--- config.mk ---
export PLATFORM = sky130hd
export DESIGN_NAME = sram_port_arbiter_flat
export DESIGN_NICKNAME = d
export VERILOG_FILES = /design/src/rtl/sram_port_arbiter_pkg.sv /design/src/rtl/sram_port_arbiter_if.sv /design/src/rtl/sram_port_arbiter_rr_arbiter.sv /design/src/rtl/sram_port_arbiter.sv /design/src/flat_wrapper.sv
export SDC_FILE = /design/constraint.sdc
export NUM_CORES = 1
export LEC_CHECK = 0
export BUFFER_PORTS_ARGS = -buffer_cell sky130_fd_sc_hd__buf_2
export CAP_MARGIN = 20
export CORE_UTILIZATION = 44
export DETAILED_ROUTE_END_ITERATION = 10
export GPL_ROUTABILITY_DRIVEN = 0
export PLACE_DENSITY = 0.95
export SLEW_MARGIN = 20
export SYNTH_ARGS = -nofsm -noshare
export SYNTH_HDL_FRONTEND = slang
export SYNTH_HIERARCHICAL = 1
export SYNTH_SLANG_ARGS = --single-unit
--- constraint.sdc ---
create_clock -name clk -period 8.8 [get_ports clk]
set_clock_uncertainty 0.05 [all_clocks]
set_input_delay 2.64 -clock clk [delete_from_list [all_inputs] [get_ports clk]]
set_output_delay 2.64 -clock clk [all_outputs]
set_load 0.02 [all_outputs]
--- src/rtl/sram_port_arbiter_pkg.sv ---
// Shared definitions for the SRAM port arbiter slice.
// Holds the default geometry of the shared SRAM and requester count, and a
// one-hot to binary index helper used by the round-robin arbiters.
package sram_port_arbiter_pkg;

  localparam int NUM_REQ_DEF    = 3;
  localparam int DATA_WIDTH_DEF = 8;
  localparam int ADDR_WIDTH_DEF = 8;

  // Upper bound on requesters; the helper below is sized for it.
  localparam int MAX_REQ = 8;

  // Converts a one-hot (or all-zero) vector into the index of its set bit.
  // OR-accumulation keeps it a small mux tree; an all-zero input yields 0.
  function automatic logic [2:0] onehot_to_idx(input logic [MAX_REQ-1:0] onehot);
    logic [2:0] idx;
    idx = '0;
    for (int i = 0; i < MAX_REQ; i++) begin
      if (onehot[i]) idx = idx | 3'(i);
    end
    return idx;
  endfunction

endpackage

--- src/rtl/sram_port_arbiter_if.sv ---
// Requester-side bus of the SRAM port arbiter.
// Bundles the per-requester write and read handshakes plus the read response.
//   wr_valid/wr_addr/wr_data/wr_ready : write request channel (packed per requester)
//   rd_valid/rd_addr/rd_ready         : read request channel (packed per requester)
//   rd_resp_valid/rd_resp_data        : one-hot read response and shared data
// Modports: master = requester side, slave = arbiter side.
interface sram_port_arbiter_if
  import sram_port_arbiter_pkg::*;
#(
  parameter int NUM_REQ    = NUM_REQ_DEF,
  parameter int DATA_WIDTH = DATA_WIDTH_DEF,
  parameter int ADDR_WIDTH = ADDR_WIDTH_DEF
);

  logic [NUM_REQ-1:0]            wr_valid;
  logic [NUM_REQ*ADDR_WIDTH-1:0] wr_addr;
  logic [NUM_REQ*DATA_WIDTH-1:0] wr_data;
  logic [NUM_REQ-1:0]            wr_ready;

  logic [NUM_REQ-1:0]            rd_valid;
  logic [NUM_REQ*ADDR_WIDTH-1:0] rd_addr;
  logic [NUM_REQ-1:0]            rd_ready;

  logic [NUM_REQ-1:0]            rd_resp_valid;
  logic [DATA_WIDTH-1:0]         rd_resp_data;

  modport master (
    output wr_valid, wr_addr, wr_data,
    input  wr_ready,
    output rd_valid, rd_addr,
    input  rd_ready, rd_resp_valid, rd_resp_data
  );

  modport slave (
    input  wr_valid, wr_addr, wr_data,
    output wr_ready,
    input  rd_valid, rd_addr,
    output rd_ready, rd_resp_valid, rd_resp_data
  );

endinterface

--- src/rtl/sram_port_arbiter_rr_arbiter.sv ---
// Round-robin arbiter with a rotating priority pointer.
//   clk, rst_n : clock and asynchronous active-low reset
//   req        : per-requester request vector
//   hs         : handshake strobe; advances the pointer past the granted requester
//   gnt        : one-hot grant (combinational, zero while in reset)
//   gnt_idx    : binary index of the granted requester
module rr_arbiter
  import sram_port_arbiter_pkg::*;
#(
  parameter int N = NUM_REQ_DEF
) (
  input  logic                 clk,
  input  logic                 rst_n,
  input  logic [N-1:0]         req,
  input  logic                 hs,
  output logic [N-1:0]         gnt,
  output logic [$clog2(N)-1:0] gnt_idx
);

  localparam int IDX_W = $clog2(N);

  logic [IDX_W-1:0] ptr;

  // Search from the pointer upward, wrapping, and grant the first requester
  // found. Grants are suppressed during reset so no SRAM access can leak out.
  always_comb begin
    logic found;
    int   idx;
    gnt   = '0;
    found = 1'b0;
    idx   = 0;
    if (rst_n) begin
      for (int i = 0; i < N; i++) begin
        idx = int'(ptr) + i;
        if (idx >= N) idx = idx - N;
        if (!found && req[idx]) begin
          found    = 1'b1;
          gnt[idx] = 1'b1;
        end
      end
    end
  end

  assign gnt_idx = IDX_W'(onehot_to_idx(MAX_REQ'(gnt)));

  // After a handshake the requester just served drops to lowest priority.
  always_ff @(posedge clk or negedge rst_n) begin
    if (!rst_n) begin
      ptr <= '0;
    end else if (hs) begin
      ptr <= (int'(gnt_idx) == N - 1) ? '0 : gnt_idx + 1'b1;
    end
  end

endmodule

--- src/rtl/sram_port_arbiter.sv ---
// Shares one 1R/1W SRAM between NUM_REQ requesters.
// Write and read ports are arbitrated independently with round-robin
// priority; the granted requester's slices drive the SRAM, and read data is
// returned with a one-hot response valid one cycle after the handshake.
//   clk, rst_n   : clock and asynchronous active-low reset
//   bus          : requester handshakes and read response (slave modport)
//   sram_csen    : chip select, high when either port accesses
//   sram_wr_*    : write enable, address and data
//   sram_rd_*    : read enable and address; sram_rd_data returns a cycle later
module sram_port_arbiter
  import sram_port_arbiter_pkg::*;
#(
  parameter int NUM_REQ    = NUM_REQ_DEF,
  parameter int DATA_WIDTH = DATA_WIDTH_DEF,
  parameter int ADDR_WIDTH = ADDR_WIDTH_DEF
) (
  input  logic                  clk,
  input  logic                  rst_n,
  sram_port_arbiter_if.slave    bus,
  output logic                  sram_csen,
  output logic                  sram_wr_en,
  output logic [ADDR_WIDTH-1:0] sram_wr_addr,
  output logic [DATA_WIDTH-1:0] sram_wr_data,
  output logic                  sram_rd_en,
  output logic [ADDR_WIDTH-1:0] sram_rd_addr,
  input  logic [DATA_WIDTH-1:0] sram_rd_data
);

  localparam int IDX_W = $clog2(NUM_REQ);

  logic [NUM_REQ-1:0] wr_gnt, rd_gnt;
  logic [IDX_W-1:0]   wr_idx, rd_idx;
  logic               wr_hs, rd_hs;

  assign wr_hs = |(bus.wr_valid & wr_gnt);
  assign rd_hs = |(bus.rd_valid & rd_gnt);

  rr_arbiter #(.N(NUM_REQ)) u_wr_arb (
    .clk     (clk),
    .rst_n   (rst_n),
    .req     (bus.wr_valid),
    .hs      (wr_hs),
    .gnt     (wr_gnt),
    .gnt_idx (wr_idx)
  );

  rr_arbiter #(.N(NUM_REQ)) u_rd_arb (
    .clk     (clk),
    .rst_n   (rst_n),
    .req     (bus.rd_valid),
    .hs      (rd_hs),
    .gnt     (rd_gnt),
    .gnt_idx (rd_idx)
  );

  assign bus.wr_ready = wr_gnt;
  assign bus.rd_ready = rd_gnt;

  assign sram_wr_en = wr_hs;
  assign sram_rd_en = rd_hs;
  assign sram_csen  = wr_hs | rd_hs;

  // Steer the granted requester's slices onto the SRAM; idle ports drive 0.
  always_comb begin
    sram_wr_addr = '0;
    sram_wr_data = '0;
    sram_rd_addr = '0;
    if (wr_hs) begin
      sram_wr_addr = bus.wr_addr[int'(wr_idx)*ADDR_WIDTH +: ADDR_WIDTH];
      sram_wr_data = bus.wr_data[int'(wr_idx)*DATA_WIDTH +: DATA_WIDTH];
    end
    if (rd_hs) begin
      sram_rd_addr = bus.rd_addr[int'(rd_idx)*ADDR_WIDTH +: ADDR_WIDTH];
    end
  end

  // The SRAM returns data one cycle after the read enable, so the grant is
  // delayed by one register to tag that data with its owner.
  always_ff @(posedge clk or negedge rst_n) begin
    if (!rst_n) begin
      bus.rd_resp_valid <= '0;
    end else begin
      bus.rd_resp_valid <= rd_gnt & bus.rd_valid;
    end
  end

  // Data is masked outside a response so the bus reads 0 when idle or in reset.
  assign bus.rd_resp_data = (|bus.rd_resp_valid) ? sram_rd_data : '0;

endmodule

--- src/flat_wrapper.sv ---
// flat-port wrapper written by rule: the top's interface ports become plain ports
module sram_port_arbiter_flat import sram_port_arbiter_pkg::*;
#(
  parameter int NUM_REQ    = NUM_REQ_DEF,
  parameter int DATA_WIDTH = DATA_WIDTH_DEF,
  parameter int ADDR_WIDTH = ADDR_WIDTH_DEF
)
  (clk, rst_n, sram_csen, sram_wr_en, sram_wr_addr, sram_wr_data, sram_rd_en, sram_rd_addr, sram_rd_data, bus_wr_valid, bus_wr_addr, bus_wr_data, bus_wr_ready, bus_rd_valid, bus_rd_addr, bus_rd_ready, bus_rd_resp_valid, bus_rd_resp_data);
  sram_port_arbiter_if #(.NUM_REQ(NUM_REQ), .DATA_WIDTH(DATA_WIDTH), .ADDR_WIDTH(ADDR_WIDTH)) bus_i ();
  input  logic clk;
  input  logic rst_n;
  output logic sram_csen;
  output logic sram_wr_en;
  output logic [ADDR_WIDTH-1:0] sram_wr_addr;
  output logic [DATA_WIDTH-1:0] sram_wr_data;
  output logic sram_rd_en;
  output logic [ADDR_WIDTH-1:0] sram_rd_addr;
  input  logic [DATA_WIDTH-1:0] sram_rd_data;
  input wire logic [$bits(bus_i.wr_valid)-1:0] bus_wr_valid;
  input wire logic [$bits(bus_i.wr_addr)-1:0] bus_wr_addr;
  input wire logic [$bits(bus_i.wr_data)-1:0] bus_wr_data;
  output wire logic [$bits(bus_i.wr_ready)-1:0] bus_wr_ready;
  input wire logic [$bits(bus_i.rd_valid)-1:0] bus_rd_valid;
  input wire logic [$bits(bus_i.rd_addr)-1:0] bus_rd_addr;
  output wire logic [$bits(bus_i.rd_ready)-1:0] bus_rd_ready;
  output wire logic [$bits(bus_i.rd_resp_valid)-1:0] bus_rd_resp_valid;
  output wire logic [$bits(bus_i.rd_resp_data)-1:0] bus_rd_resp_data;
  assign bus_i.wr_valid = bus_wr_valid;
  assign bus_i.wr_addr = bus_wr_addr;
  assign bus_i.wr_data = bus_wr_data;
  assign bus_wr_ready = bus_i.wr_ready;
  assign bus_i.rd_valid = bus_rd_valid;
  assign bus_i.rd_addr = bus_rd_addr;
  assign bus_rd_ready = bus_i.rd_ready;
  assign bus_rd_resp_valid = bus_i.rd_resp_valid;
  assign bus_rd_resp_data = bus_i.rd_resp_data;
  sram_port_arbiter #(.NUM_REQ(NUM_REQ), .DATA_WIDTH(DATA_WIDTH), .ADDR_WIDTH(ADDR_WIDTH)) u_core (.clk(clk), .rst_n(rst_n), .bus(bus_i), .sram_csen(sram_csen), .sram_wr_en(sram_wr_en), .sram_wr_addr(sram_wr_addr), .sram_wr_data(sram_wr_data), .sram_rd_en(sram_rd_en), .sram_rd_addr(sram_rd_addr), .sram_rd_data(sram_rd_data));
endmodule
==> results.json <==
{
  "layout-drive-gt1-share_pct": 48.7,
  "syn-mean-instance-area_um2": 7.64,
  "nets": 448,
  "clock_tree_from_tritoncts": "done",
  "maximum_root_to_sink_buffer_count": 2,
  "clock_sinks": 7,
  "synth_compound_area_share_pct": 27.6,
  "total_die_area_um2": 4220,
  "synthesis.instances": 228,
  "reg2reg_launch_point": "u_core/u_rd_arb/ptr[0]",
  "launch_point_of_the_worst_path": "bus_wr_valid[0]",
  "layout.cells.most_common": "buf_2",
  "timing.setup.critical_path_class": "input port to output port",
  "number_of_antenna_violations_at_the_first_check_in_global_routing": 0,
  "dp_hpwl_mm": 4.20,
  "n_antenna_cell": 0,
  "yosysUniqueCellTypes": 43,
  "highest_fanout_seen_on_the_critical_path": 19,
  "setup.worst_path.start_class": "input port",
  "ys.flop_type": "dfrtp_1",
  "wirelength_mm": 5.16,
  "p_leak_nw": 1.18,
  "post_cts_resize_count": 0,
  "post_synthesis_simple_gate_area_fraction_pct": 31.0,
  "holdBufCountCts": 0,
  "num-fill-cells": 312,
  "share_of_flip_flops_with_an_asynchronous_set_or_reset_pct": 100,
  "report.final.slew_viol_count": 0,
  "main_combinational_cell_family_by_area_after_synthesis": "simple AND/OR/NAND/NOR gates",
  "fin_crit_sh_pct": 89.0,
  "hold-path-cell-count": 1,
  "cts-root-buf": "clkbuf_8",
  "1st_iter_drt_viols": 122,
  "route.vias.total": 2150,
  "worst_hold_path_type": "flop to flop",
  "area.growth.synth_to_final_pct": 38.3,
  "yosysWarningCount": 6,
  "fin_crit_ps": 7830,
  "clkSlewWorstSetupHoldPaths_ps": 40,
  "synth-seq-cells": 7,
  "regArea_um2": 175,
  "antenna_violating_nets_post_route": 0,
  "io_buffers": 131,
  "first_global_vias": 2033,
  "run_status": "complete, no violations",
  "fmaxAchievable_mhz": 128,
  "synth_enable_flop_cells": 0,
  "deepest_level_of_the_cts_h_tree": 1,
  "worstMarginPinSlew_ps": 1030,
  "worstPathArrival_ps": 5140,
  "drcViolationCount": 0,
  "vdd_drop_max_mv": 0.0957,
  "die-width_um": 64.9,
  "synth_largest_type_area_fraction_pct": 14.9,
  "min-delay-start": "u_core/u_wr_arb/ptr[0]",
  "synth_mux_area_share_pct": 14.9,
  "final.hold.worst_slack_ps": 592,
  "largest_net_degree_at_the_start_of_global_routing": 22,
  "power-per-cell-area_nw_per_um2": 236,
  "synth_nets": 324,
  "synth_top_cell_by_area": "mux2i_1",
  "clk_lat_worst_skew_ps": 220,
  "via_per_inst": 5.39,
  "floorplan.core_area_um2": 3720,
  "grt_setup_unrepaired": "no",
  "floorplan.initialDensity_pct": 46.9,
  "top_level_ports": 132,
  "adder_cell_fraction_of_synth_area_pct": 5.74,
  "hold_viol": 0,
  "fin_tns_setup_ps": 0,
  "synth-seq-area-share_pct": 10.1,
  "track_usage_pct": 23.7,
  "multiInputGateArea_um2": 1390,
  "setup_violations": 0,
  "worst-endpoint-required_ps": 6110,
  "layout_common_cells": "buf_2, nand2_1, mux2i_1, or2_0, a21oi_2",
  "post_drt_wl_per_cell_um": 12.9,
  "timing.max_slew.rel_slack_pct": 31.4,
  "die_y_um": 64.9,
  "post_synth_xor_area_fraction_pct": 0,
  "crit_end_category": "output port",
  "cts-buffers-inserted": 3,
  "synthesis.area_um2": 1740,
  "globalRoute.totalOverflow": 0,
  "rows": 22,
  "post_cts_buffers": 0,
  "dr.pass1.iters": 4,
  "maxCapViolCount": 0,
  "synth.top_cells.by_area": "mux2i_1, dfrtp_1, a21oi_2",
  "timing.reg2reg.worst_path_depth": 11,
  "grt_first_pass_wirelength_mm": 8.01
}
-- metal layers --
layer  routed length [um]  track usage, %  up-vias
met3                  351            3.17        6
met5                    0               0        -
met2                 2820            48.0      110
li1                     -               -     1052
met4                   67            9.17        0
met1                 1910            23.7      982
-- cell usage after synthesis (3+ instances only) --
cell,instances
and2_1,3
o22ai_1,5
nand2b_1,4
mux2i_1,26
buf_6,3
a21oi_2,18
nand3_1,7
buf_2,4
or2_0,20
nor2b_1,16
buf_4,8
or2_1,4
o21ai_1,4
a21oi_1,7
a21boi_1,3
inv_1,9
dfrtp_1,7
nand2_1,35
a211oi_1,3
ha_1,8
-- final cells by class --
| class | instances | area share, % |
|---|---|---|
| clock buffer | 4 | 1.87 |
| multi-input combinational | 192 | 57.7 |
| tap | 48 | 2.49 |
| timing repair buffer | 136 | 28.7 |
| sequential | 7 | 7.27 |
| inverter | 12 | 1.97 |
-- per-stage QoR --
stage	instances	setup slack (ps)	total power [mW]	util (%)	area (um2)
final	399	970	0.568	64.9	2410
after CTS	399	1010	0.568	64.9	2410
after global placement	395	1140	0.508	63.7	2370
after floorplan	228	1470	0.423	-	1740
after detailed placement	395	1020	0.523	63.7	2370
after global routing	399	754	0.613	64.9	2410
-- final timing paths --
| kind | slack (ps) | endpoint |
|---|---|---|
| worst max-delay path | 970 | sram_wr_addr[6] |
| max in group asynchronous | 6240 | u_core/u_wr_arb/ptr[1] |
| worst min-delay path | 590 | u_core/u_wr_arb/ptr[0] |
| worst min register to register | 590 | u_core/u_wr_arb/ptr[0] |
| min in group asynchronous | 2250 | u_core/bus.rd_resp_valid[0] |
| worst max register to register | 5680 | u_core/u_rd_arb/ptr[0] |
-- critical path, cell delays in order --
cell and delay (ps):
buf_2 150, or2b_1 270, nand4_1 100, o22ai_1 120, a22oi_2 220, nor2b_2 60
buf_4 220, nor2b_1 820, nand2_1 180, a21oi_2 180, buf_2 170
-- report_power, final --
group          switching, mW  internal [mW]
combinational          0.294          0.181
clock                 0.0122         0.0312
sequential           0.00817         0.0415
total                  0.314          0.254
-- kinds of logic (layout without fill, tap and decap cells) --
kind of cell,after synthesis,count (layout)
muxes,26,26
and+or+nand+nor,99,99
adders and majority gates,8,8
buffers and inverters,29,152
DFF,7,7
AOI/OAI and AO/OA,59,59
-- state kept, by name (all words and copies together) (netlist names) --
signal,flops
u_core/u_wr_arb/ptr,2
u_core/u_rd_arb/ptr,2
u_core/bus.rd_resp_valid,3
(Power assumes the default switching activity.)
